==> src/rtl/ps2_pkg.sv <==
// Shared types and constants for the PS/2 frame receiver.
package ps2_pkg;

    typedef enum logic [1:0] {
        ST_IDLE,
        ST_DATA,
        ST_PARITY,
        ST_STOP
    } ps2_state_e;

    localparam logic PS2_START_BIT = 1'b0;
    localparam logic PS2_STOP_BIT  = 1'b1;
    localparam int   PS2_DATA_BITS = 8;

    // 1 when data plus parity bit hold an odd number of ones (a good frame).
    function automatic logic odd_parity(input logic [PS2_DATA_BITS-1:0] data, input logic par);
        return ^{data, par};
    endfunction

endpackage

==> src/rtl/ps2_clk_filter.sv <==
// Synchroniser, debounce and falling-edge strobe for kb_clk; kb_data gets the
// same synchroniser plus a delay matching the debounce latency.
module ps2_clk_filter #(
    parameter int SYNC_STAGES = 2,
    parameter int FILTER_LEN  = 8
) (
    input  logic clk,
    input  logic rst,
    input  logic kb_clk,
    input  logic kb_data,
    output logic clk_filt,
    output logic fall,
    output logic data_aligned
);

    localparam int CW = $clog2(FILTER_LEN + 1);

    logic [SYNC_STAGES-1:0] clk_sync;
    logic [SYNC_STAGES-1:0] data_sync;
    logic [FILTER_LEN-1:0]  data_dly;
    logic [CW-1:0]          cnt;
    logic                   clk_s;

    assign clk_s        = clk_sync[SYNC_STAGES-1];
    assign data_aligned = data_dly[FILTER_LEN-1];

    always_ff @(posedge clk or posedge rst) begin
        if (rst) begin
            clk_sync  <= '1;
            data_sync <= '1;
            data_dly  <= '1;
            cnt       <= '0;
            clk_filt  <= 1'b1;
            fall      <= 1'b0;
        end else begin
            clk_sync[0]  <= kb_clk;
            data_sync[0] <= kb_data;
            for (int i = 1; i < SYNC_STAGES; i++) begin
                clk_sync[i]  <= clk_sync[i-1];
                data_sync[i] <= data_sync[i-1];
            end
            data_dly[0] <= data_sync[SYNC_STAGES-1];
            for (int i = 1; i < FILTER_LEN; i++)
                data_dly[i] <= data_dly[i-1];

            // Any sample agreeing with the filtered level restarts the run.
            fall <= 1'b0;
            if (clk_s == clk_filt) begin
                cnt <= '0;
            end else if (cnt == CW'(FILTER_LEN - 1)) begin
                cnt      <= '0;
                clk_filt <= clk_s;
                fall     <= clk_filt;
            end else begin
                cnt <= cnt + 1'b1;
            end
        end
    end

endmodule

==> src/rtl/ps2_frame_rx.sv <==
// PS/2 keyboard frame receiver: start, 8 data LSB first, odd parity, stop.
// Parity checking is built only when PS2_PARITY_CHECK_EN is defined.
module ps2_frame_rx
    import ps2_pkg::*;
#(
    parameter int SYNC_STAGES    = 2,
    parameter int FILTER_LEN     = 8,
    parameter int TIMEOUT_CYCLES = 20000
) (
    input  logic       clk,
    input  logic       rst,
    input  logic       kb_clk,
    input  logic       kb_data,
    output logic [7:0] scan_code,
    output logic       valid_code,
    output logic       frame_err,
    output logic       parity_err
);

    localparam int TW = $clog2(TIMEOUT_CYCLES + 1);
    localparam int BW = $clog2(PS2_DATA_BITS);

    ps2_state_e               state;
    logic [BW-1:0]            bit_cnt;
    logic [PS2_DATA_BITS-1:0] shreg;
    logic                     par_bit;
    logic [TW-1:0]            to_cnt;
    logic                     clk_filt;
    logic                     fall;
    logic                     data_s;

    ps2_clk_filter #(
        .SYNC_STAGES(SYNC_STAGES),
        .FILTER_LEN (FILTER_LEN)
    ) u_filt (
        .clk         (clk),
        .rst         (rst),
        .kb_clk      (kb_clk),
        .kb_data     (kb_data),
        .clk_filt    (clk_filt),
        .fall        (fall),
        .data_aligned(data_s)
    );

    always_ff @(posedge clk or posedge rst) begin
        if (rst) begin
            state      <= ST_IDLE;
            bit_cnt    <= '0;
            shreg      <= '0;
            par_bit    <= 1'b0;
            to_cnt     <= '0;
            scan_code  <= '0;
            valid_code <= 1'b0;
            frame_err  <= 1'b0;
            parity_err <= 1'b0;
        end else begin
            valid_code <= 1'b0;
            frame_err  <= 1'b0;
            parity_err <= 1'b0;
            if (fall) begin
                to_cnt <= '0;
                case (state)
                    ST_IDLE: begin
                        if (data_s == PS2_START_BIT) begin
                            state   <= ST_DATA;
                            bit_cnt <= '0;
                        end
                    end
                    ST_DATA: begin
                        shreg   <= {data_s, shreg[PS2_DATA_BITS-1:1]};
                        bit_cnt <= bit_cnt + 1'b1;
                        if (bit_cnt == BW'(PS2_DATA_BITS - 1))
                            state <= ST_PARITY;
                    end
                    ST_PARITY: begin
                        par_bit <= data_s;
                        state   <= ST_STOP;
                    end
                    ST_STOP: begin
                        state <= ST_IDLE;
                        if (data_s != PS2_STOP_BIT) begin
                            frame_err <= 1'b1;
`ifdef PS2_PARITY_CHECK_EN
                        end else if (!odd_parity(shreg, par_bit)) begin
                            parity_err <= 1'b1;
`endif
                        end else begin
                            scan_code  <= shreg;
                            valid_code <= 1'b1;
                        end
                    end
                    default: state <= ST_IDLE;
                endcase
            end else if (state != ST_IDLE) begin
                // Truncated frame: drop partial byte, keep last good scan_code.
                if (to_cnt == TW'(TIMEOUT_CYCLES - 1)) begin
                    frame_err <= 1'b1;
                    state     <= ST_IDLE;
                    to_cnt    <= '0;
                    bit_cnt   <= '0;
                    shreg     <= '0;
                end else begin
                    to_cnt <= to_cnt + 1'b1;
                end
            end else begin
                to_cnt <= '0;
            end
        end
    end

endmodule

==> config.mk <==
export PLATFORM = sky130hd
export DESIGN_NAME = ps2_frame_rx
export DESIGN_NICKNAME = d
export VERILOG_FILES = /design/src/rtl/ps2_pkg.sv /design/src/rtl/ps2_clk_filter.sv /design/src/rtl/ps2_frame_rx.sv
export SDC_FILE = /design/constraint.sdc
export NUM_CORES = 1
export LEC_CHECK = 0
export ABC_AREA = 1
export CAP_MARGIN = 20
export CORE_ASPECT_RATIO = 0.5
export CORE_MARGIN = 4
export CORE_UTILIZATION = 45
export DETAILED_ROUTE_END_ITERATION = 12
export GPL_TIMING_DRIVEN = 0
export HOLD_SLACK_MARGIN = 0.08
export PLACE_DENSITY_LB_ADDON = 0.05
export SYNTH_ARGS = -nofsm -noshare
export SYNTH_HDL_FRONTEND = slang
export SYNTH_SLANG_ARGS = --single-unit
==> constraint.sdc <==
create_clock -name clk -period 3 [get_ports clk]
set_input_delay 0.6 -clock clk [delete_from_list [all_inputs] [get_ports clk]]
set_output_delay 0.6 -clock clk [all_outputs]
set_load 0.02 [all_outputs]
## After elaboration in Yosys (flattened, before gate mapping)

Cells that the tools add are included.

- Bits in registers: 56
- Input bits: 4
- Output and inout bits: 11
- Word-level logic and storage cells: 67

- $add $sub $neg: 3
- Eq/ne operators: 11
- Multiplexer cells: 30
- Bitwise operators: 1
- Reduce and logical (&&, ||, !) cells: 9

Operators by type and width:

| operator | count |
|---|---|
| two-way mux 15 bit | 3 |
| two-way mux 8 bit | 4 |
| adder 15 x 1 -> 15 bit (second input constant) | 1 |
| == test 15 bit (second input constant) | 1 |
| two-way mux 3 bit | 4 |
| two-way mux 1 bit | 10 |
| two-way mux 2 bit | 5 |
| inequality test 3 bit (second input constant) | 3 |
| two-way mux 4 bit | 2 |
| case mux 2 bit (4 select lines) | 1 |
| AND reduction 4 bit | 2 |
| case mux 3 bit (2 select lines) | 1 |
| AND reduction 3 bit | 2 |
| nonzero test 2 bit | 3 |
| adder 4 x 1 -> 4 bit (second input constant) | 1 |
| == test 2 bit (second input constant) | 2 |
| == test 4 x 3 -> 1 bit (second input constant) | 1 |
| adder 3 x 1 -> 3 bit (second input constant) | 1 |
| == test 3 bit (second input constant) | 1 |
| == test 2 x 1 -> 1 bit (second input constant) | 1 |
| logical NOT 2 bit | 1 |
| inequality test 2 bit (second input constant) | 1 |
| AND reduction 2 bit | 1 |
| == test 1 bit | 1 |
| inverter 1 bit | 1 |

## Logic depth before layout (Yosys ltp)

Gate-level depths: netlist of run 1.

- Depth in word-level cells: 4
- Mapped depth: 9

## By module

A second synthesis of run 1 with hierarchy kept.

- Cells, all modules: 285
- Area total of the unflattened synthesis: 2557.5 µm²

Modules (own cells, without submodules):

| module | instances | cells an instance | area each (µm²) | seq. area each (µm²) |
|---|---|---|---|---|
| ps2_frame_rx | 1 | 243 | 1980.6 | 950.9 |
| ps2_clk_filter | 1 | 42 | 576.8 | 466.7 |

## Worst setup path before layout of run 1

OpenSTA, ideal clock, no wires.

- Kind: register to register
- Start point: reg state[0]
- End point: reg bit_cnt[0]
- Arrival: 1.229 ns
- Data required time: 2.883 ns
- Setup slack: 1.654 ns
- Stages on the path, launching flop included: 8
- Path buffers: 1
- Clock period less this slack: 1.346 ns
- Path through: dfrtp_1 -> inv_1 -> ha_1 -> nor2_1 -> nand3_2 -> buf_6 -> nand3_1 -> nand2_1

- Cells in the longest elaborated chain, start to end: 3
- Elaborated cells between the ends (all ways): 9
- Classes of those cells: eq/ne: 3; mux: 2; reduce/logical: 4

RTL lines:

| item | RTL line | source |
|---|---|---|
| from (decl) | ps2_frame_rx.sv:23 | `ps2_state_e state;` |
| from (signal assigned) | ps2_frame_rx.sv:47 | `state <= ST_IDLE;` |
| from (signal assigned) | ps2_frame_rx.sv:65 | `state <= ST_DATA;` |
| from (signal assigned) | ps2_frame_rx.sv:73 | `state <= ST_PARITY;` |
| == test 2 x 1 -> 1 bit (tied with other cells) | ps2_frame_rx.sv:62 | `case (state)` |
| inequality test 3 bit (no source line) (tied with other cells) | n/a |  |
| AND reduction 4 bit (no source line) or two-way mux 3 bit (tied branches) | n/a |  |
| to (signal assigned) | ps2_frame_rx.sv:71 | `bit_cnt <= bit_cnt + 1'b1;` |
| to (decl) | ps2_frame_rx.sv:24 | `logic [BW-1:0] bit_cnt;` |

Several ways; a longest one is shown, not always the timed one.
A chain may end at the register's enable or synchronous reset.

## Worst setup path after layout of run 1

- Start point: reg scan_code[7]
- End point: out scan_code[7]

RTL lines:

| item | RTL line | source |
|---|---|---|
| from (decl) | ps2_frame_rx.sv:14 | `output logic [7:0] scan_code,` |
| from (signal assigned) | ps2_frame_rx.sv:88 | `scan_code <= shreg;` |

No word-level cell between the ends.

==> results of run 1 <==
[per-layer routing]
layer	up-vias	global-route usage [%]	share of wire, %	wire length (µm)
met3	5	3.98	3.8	163
met2	23	25.7	46	1960
li1	872	-	-	-
met1	824	17.4	50	2130
met4	0	3.94	0.79	34
met5	-	0	0	0
[power by group]
group          switching [mW]  internal (mW)
clock                   0.245          0.248
combinational          0.0413         0.0281
sequential             0.0197          0.794
[cells by family after synthesis]
logic type      count (synthesis)
flops                          56
buf+inv                        33
xor+xnor                        7
simple gates                  156
other cells                     1
fa+ha+maj                       8
compound gates                 10
[final cells by class]
| type | instances | area, µm² | area share [%] |
|---|---|---|---|
| buffer | 5 | 41.3 | 1.46 |
| clock buffer | 5 | 68.8 | 2.43 |
| clock inverter | 3 | 42.5 | 1.50 |
| inverter | 28 | 105 | 3.71 |
| multi-input combinational | 182 | 920 | 32.5 |
| sequential | 56 | 1420 | 50.0 |
| tap | 70 | 87.6 | 3.09 |
| timing repair buffer | 14 | 150 | 5.30 |
[per-stage QoR]
step	power (mW)	worst slack, ns	util [%]	hold slack, ns	std cells
final	1.38	1.11	55.2	0.360	363
after global routing	1.45	1.06	55.2	0.365	363
after global placement	0.892	0.0723	52.6	0.346	354
after detailed placement	0.900	1.33	53.0	0.347	355
after CTS	1.40	1.10	55.2	0.361	363
after floorplan	0.877	1.05	-	0.345	271
[path summary, 6_finish.rpt]
kind,cells after the start,to,startpoint,slack [ns]
setup / recovery,1,scan_code[7],scan_code[7]$_DFFE_PP0P_,1.11
hold / removal,0,u_filt.data_dly[5]$_DFF_PP1_,u_filt.data_dly[4]$_DFF_PP1_,0.36
setup reg to reg,6,bit_cnt[1]$_DFFE_PP0P_,state[0]$_DFFE_PP0P_,1.43
hold reg to reg,0,u_filt.data_dly[5]$_DFF_PP1_,u_filt.data_dly[4]$_DFF_PP1_,0.36
max in group asynchronous,3,u_filt.data_sync[1]$_DFF_PP1_,rst,1.71
min in group asynchronous,2,valid_code$_DFF_PP0_,rst,0.65
[synth_stat cells]
| cell type | count | area (µm²) |
|---|---|---|
| a21oi_1 | 2 | 10.0 |
| conb_1 | 1 | 3.75 |
| nor3_1 | 3 | 15.0 |
| nor3b_2 | 1 | 12.5 |
| o21bai_1 | 1 | 7.51 |
| clkinv_1 | 1 | 3.75 |
| nand2_1 | 83 | 312 |
| xor2_1 | 5 | 43.8 |
| o21ai_0 | 7 | 35.0 |
| inv_1 | 25 | 93.8 |
| nand3_1 | 18 | 90.1 |
| inv_2 | 2 | 7.51 |
| dfrtp_1 | 43 | 1080 |
| nor3b_1 | 3 | 22.5 |
| nor2_4 | 3 | 33.8 |
| nand3_2 | 5 | 50.1 |
| ha_1 | 8 | 100 |
| xnor2_1 | 2 | 17.5 |
| clkbuf_1 | 1 | 3.75 |
| buf_4 | 2 | 15.0 |
| or2_2 | 1 | 6.26 |
| buf_6 | 2 | 22.5 |
| nor2_2 | 1 | 6.26 |
| nor2_1 | 34 | 128 |
| nand2_2 | 3 | 18.8 |
| dfstp_2 | 13 | 342 |
| nand3b_1 | 1 | 7.51 |
[sequential cells by signal (all words and copies together) (netlist names), 2 cells and up]
name and count:
bit_cnt 3, scan_code 8, shreg 8, state 2, to_cnt 15, u_filt.clk_sync 2, u_filt.cnt 4, u_filt.data_dly 8
u_filt.data_sync 2
==> impl_metrics.env, run 1 <==
export IMPL_setup_tns_ns=0
export IMPL_slowest_delay_ns=0.61
export IMPL_final_common_cell="nand2_1"
export IMPL_outcome="complete, no violations"
export IMPL_gp_congestion=0.812
export IMPL_startpoint_type="register"
export IMPL_design_area_um2=2830
export IMPL_post_cts_setup_buffers=0
export IMPL_clock_sinks=56
export IMPL_placed_cell_area_um2=2720
export IMPL_drt_total_wl_mm=4.28
export IMPL_synth_fa_ha_area_share_pct=4.03
export IMPL_required_ns=2.40
export IMPL_syn_cell_area_um2=2480
export IMPL_drtIter0Drc=78
export IMPL_fin_crit_ns=1.89
export IMPL_powerDensity_nw_per_um2=486
export IMPL_dr_total_vias=1724
export IMPL_area_growth_pct=14.1
export IMPL_setup_viol=0
export IMPL_vdd_drop_max_mv=0.244
export IMPL_synth_nets=283
export IMPL_start_util_pct=48.4
export IMPL_clk_latency_ns=0.31
export IMPL_grt_max_degree=33
export IMPL_ctsLongestPathBuffers=2
export IMPL_antennaDiodeCount=0
export IMPL_end_kind="output port"
export IMPL_h_tree_depth=2
export IMPL_grt_pass1_vias=1799
export IMPL_final_cell_mix="nand2_1, dfrtp_1, nor2_1, inv_1, nand3_1"
export IMPL_dieArea_um2=6840
export IMPL_timing_final_crit_share_pct=62.9
export IMPL_synth_xor_area_share_pct=2.47
export IMPL_fin_skew_ns=0.00624
export IMPL_syn_avg_cell_area_um2=9.16
export IMPL_drc=0
export IMPL_hp_class="register to register"
export IMPL_fillCellCount=477
export IMPL_cap_viol_max_count=0
export IMPL_p_leak_nw=1.38
export IMPL_dr_pass1_iters=4
export IMPL_crit_type="register to output port"
export IMPL_crit_fanout=2
export IMPL_maxSlewViolCount=0
export IMPL_yosysUniqueCellTypes=27
export IMPL_worst_pin_slew_ns=0.555
export IMPL_slew_headroom_pct=63.0
export IMPL_yosysSeqAreaShare_pct=57.1
export IMPL_grt_pass1_wl_mm=7.85
export IMPL_post_cts_resized=0
export IMPL_die_height_um=60.5
export IMPL_synth_compound_area_share_pct=2.12
export IMPL_grt_antenna_before_repair=0
export IMPL_clkTransAtPathRegs_ns=0.10
export IMPL_grt_usage_pct=14.3
export IMPL_slowest_stage="clkdlybuf4s50_1"
export IMPL_netlist_instances=271
export IMPL_grt_ovfl_total=0
export IMPL_drive_gt1_share_pct=14.3
export IMPL_arrival_ns=1.29
export IMPL_synth_top_family_by_area="simple AND/OR/NAND/NOR gates"
export IMPL_numPortBuffers=13
export IMPL_fmax_mhz=530
export IMPL_cts_tree="done"
export IMPL_finalHoldViolCount=0
export IMPL_hold_buffers=0
export IMPL_rows=18
export IMPL_core_region_area_um2=5130
export IMPL_path_cells="clkdlybuf4s50_1"
export IMPL_synth_warning_count=0
export IMPL_rsz0062_at_grt="no"
export IMPL_die_w_um=113
export IMPL_synth_area_mux_share_pct=0
export IMPL_drtAntennaViolNets=0
export IMPL_cts_root_buf="clkbuf_8"
export IMPL_yosys_area_share_simple_pct=28.3
export IMPL_cts_inserted_buffers=5
export IMPL_pin_count=15
export IMPL_ys_ff_latch=56
export IMPL_final_nets=304
export IMPL_dpl_hpwl_mm=3.07
export IMPL_critPathBufInv=1
export IMPL_wl_per_cell_um=11.8
export IMPL_viasPerCell=4.75
export IMPL_critical_path_top_delay_family="buffers and inverters"
No activity file was read; power rests on OpenSTA's default activity.
==> inputs of run 2 (changes only) <==
==> constraint.sdc (replaced) <==
create_clock -name clk -period 1.8 [get_ports clk]
set_input_delay 0.36 -clock clk [delete_from_list [all_inputs] [get_ports clk]]
set_output_delay 0.36 -clock clk [all_outputs]
set_load 0.02 [all_outputs]
==> results of run 2 <==
Same layout as run 1 (identical final DEF). Status: complete, no violations.
Main changes from that run: setup slack after placement 1.33 ns -> 0.251 ns; setup slack after layout 1.11 ns -> 0.154 ns; register-to-register setup slack 1.43 ns -> 0.23 ns; total power 1.38 mW -> 2.29 mW; worst IR drop on VDD 0.244 mV -> 0.406 mV
==> inputs of run 3 (changes only) <==
--- a/config.mk
+++ b/config.mk
@@ -9,7 +9,7 @@
 export CAP_MARGIN = 20
 export CORE_ASPECT_RATIO = 0.5
 export CORE_MARGIN = 4
-export CORE_UTILIZATION = 45
+export CORE_UTILIZATION = 40
 export DETAILED_ROUTE_END_ITERATION = 12
 export GPL_TIMING_DRIVEN = 0
 export HOLD_SLACK_MARGIN = 0.08
==> constraint.sdc (replaced) <==
create_clock -name clk -period 1.6 [get_ports clk]
set_input_delay 0.32 -clock clk [delete_from_list [all_inputs] [get_ports clk]]
set_output_delay 0.32 -clock clk [all_outputs]
set_load 0.02 [all_outputs]
==> run 3 against run 2 <==
Global-route usage fell by 2.0 points. Clock power rose by 33%. Register-to-register slack got worse by 0.06 ns. Critical path depth stayed put. Combinational power increased by 15%. Worst setup slack lost 0.11 ns. Hold slack worse by 0.0046 ns. Clock skew fell by 0.00074 ns. Count of clock-buffer cells in the layout grew 2. First-iteration DRC count rose by 5.1%. Critical path type unchanged. Largest power group unchanged.
==> impl_metrics.env, run 3 (same netlist as run 1, synthesis figures left out) <==
export IMPL_pin_count=15
export IMPL_drtIter0Drc=82
export IMPL_end_kind="output port"
export IMPL_required_ns=1.28
export IMPL_clk_latency_ns=0.29
export IMPL_grt_usage_pct=12.3
export IMPL_clock_sinks=56
export IMPL_rrSetupSlack_ns=0.17
export IMPL_met1_length_mm=2.16
export IMPL_slew_headroom_pct=63.1
export IMPL_timing_final_crit_share_pct=97.5
export IMPL_grt_pass1_vias=1656
export IMPL_largest_reg_flops=15
export IMPL_crit_fanout=2
export IMPL_r2r_cells=7
export IMPL_hold_end="u_filt.data_dly[3]$_DFF_PP1_"
export IMPL_antennaDiodeCount=0
export IMPL_post_cts_resized=0
export IMPL_dpl_hpwl_mm=2.96
export IMPL_final_cell_mix="nand2_1, dfrtp_1, nor2_1, inv_1, nand3_1"
export IMPL_hp_class="register to register"
export IMPL_whs_ns=0.356
export IMPL_fin_crit_ns=1.56
export IMPL_die_height_um=63.7
export IMPL_critical_path_top_delay_family="buffers and inverters"
export IMPL_outcome="complete, no violations"
export IMPL_fin_skew_ns=0.00550
export IMPL_start_util_pct=43.4
export IMPL_setup_viol=0
export IMPL_crit_type="register to output port"
export IMPL_grt_ovfl_total=0
export IMPL_multi_input_area_um2=935
export IMPL_worst_pin_slew_ns=0.552
export IMPL_startpoint_type="register"
export IMPL_grt_max_degree=34
export IMPL_grt_antenna_before_repair=0
export IMPL_seqCellArea_um2=1420
export IMPL_final_instance_count_excl_fill=377
export IMPL_fmax_mhz=641
export IMPL_powerDensity_nw_per_um2=940
export IMPL_min_from="u_filt.data_dly[2]$_DFF_PP1_"
export IMPL_dp_slack_ns=0.0502
export IMPL_area_growth_pct=17.8
export IMPL_setup_slack_ns=0.0406
export IMPL_hold_buffers=0
export IMPL_p_leak_nw=1.52
export IMPL_cts_tree="done"
export IMPL_drc=0
export IMPL_cts_inserted_buffers=5
export IMPL_drt_total_wl_mm=4.12
export IMPL_dr_pass1_iters=4
export IMPL_ctsLongestPathBuffers=2
export IMPL_slowest_delay_ns=0.60
export IMPL_wl_met2_mm=1.76
export IMPL_gp_congestion=0.783
export IMPL_cap_viol_max_count=0
export IMPL_h_tree_depth=2
export IMPL_top_register="to_cnt"
export IMPL_cts_root_buf="clkbuf_16"
export IMPL_dr_total_vias=1684
export IMPL_power_total_mw=2.75
export IMPL_dieArea_um2=7610
export IMPL_finalHoldViolCount=0
export IMPL_drtAntennaViolNets=0
export IMPL_path_cells="clkdlybuf4s50_1"
export IMPL_regToRegStartpoint="to_cnt[0]$_DFF_PP0_"
export IMPL_vdd_drop_max_mv=0.556
export IMPL_drive_gt1_share_pct=15.7
export IMPL_viasPerCell=4.47
export IMPL_rows=19
export IMPL_arrival_ns=1.24
export IMPL_final_nets=304
export IMPL_dr_max_layer_used="met4"
export IMPL_route_met3_wl_um=171
export IMPL_rsz0062_at_grt="no"
export IMPL_wl_per_cell_um=10.9
export IMPL_r2r_end="bit_cnt[0]$_DFFE_PP0P_"
export IMPL_holdPathStages=0
export IMPL_slowest_stage="clkdlybuf4s50_1"
export IMPL_final_common_cell="nand2_1"
export IMPL_post_cts_setup_buffers=0
export IMPL_dp_cells=369
export IMPL_die_w_um=119
export IMPL_numPortBuffers=13
export IMPL_clkTransAtPathRegs_ns=0.07
export IMPL_grt_pass1_wl_mm=7.58
export IMPL_maxSlewViolCount=0
export IMPL_core_region_area_um2=5730
export IMPL_critPathBufInv=1
export IMPL_fillCellCount=541
## run 3: worst reg2reg max path: cells and delay by family, from the launching register on
kind / cells / cell delay [ns]
buf+inv: 1 / 0.17
fa+ha+maj: 1 / 0.24
simple gates: 5 / 0.54
flops: 1 / 0.39
## run 3: metrics by stage
step / instance area, µm² / utilization, % / TNS [ns]
floorplan: 2490 / - / 0
global placement: 2720 / 47.5 / -3.25
detailed placement: 2740 / 47.9 / 0
CTS: 2890 / 50.5 / 0
global route: 2930 / 51.1 / 0
finish: 2930 / 51.1 / 0
## run 3: how the worst max path moves through the flow
stage / from / endpoint / slack (ns) / depth (start not counted)
floorplan: state[0]$_DFFE_PP0P_ / bit_cnt[0]$_DFFE_PP0P_ / 0.25 / 7
global placement: rst / to_cnt[1]$_DFF_PP0_ / -0.08 / 2
detailed placement: state[0]$_DFFE_PP0P_ / bit_cnt[2]$_DFFE_PP0P_ / 0.05 / 6
CTS: scan_code[6]$_DFFE_PP0P_ / scan_code[6] / 0.01 / 1
global route: scan_code[2]$_DFFE_PP0P_ / scan_code[2] / 0.005 / 1
finish: scan_code[2]$_DFFE_PP0P_ / scan_code[2] / 0.04 / 1
## run 3: final cells by class
type	instances	share of cell area, %
Sequential cell	56	48.4
Multi-Input combinational cell	182	31.9
Timing Repair Buffer	14	5.73
Clock buffer	7	4.87
Inverter	28	3.72
Tap cell	84	3.59
Buffer	5	1.45
Clock inverter	1	0.257
## run 3: where the power goes
part,switching [mW],internal (mW),total (mW)
Sequential,0.0345,1.49,1.52
Clock,0.470,0.624,1.09
Combinational,0.0803,0.0529,0.133
## run 3: routing by layer
metal / vias up / GRT usage (%)
li1: 873 / -
met1: 787 / 16.6
met2: 20 / 18.6
met3: 4 / 4.65
met4: 0 / 3.42
met5: - / 0
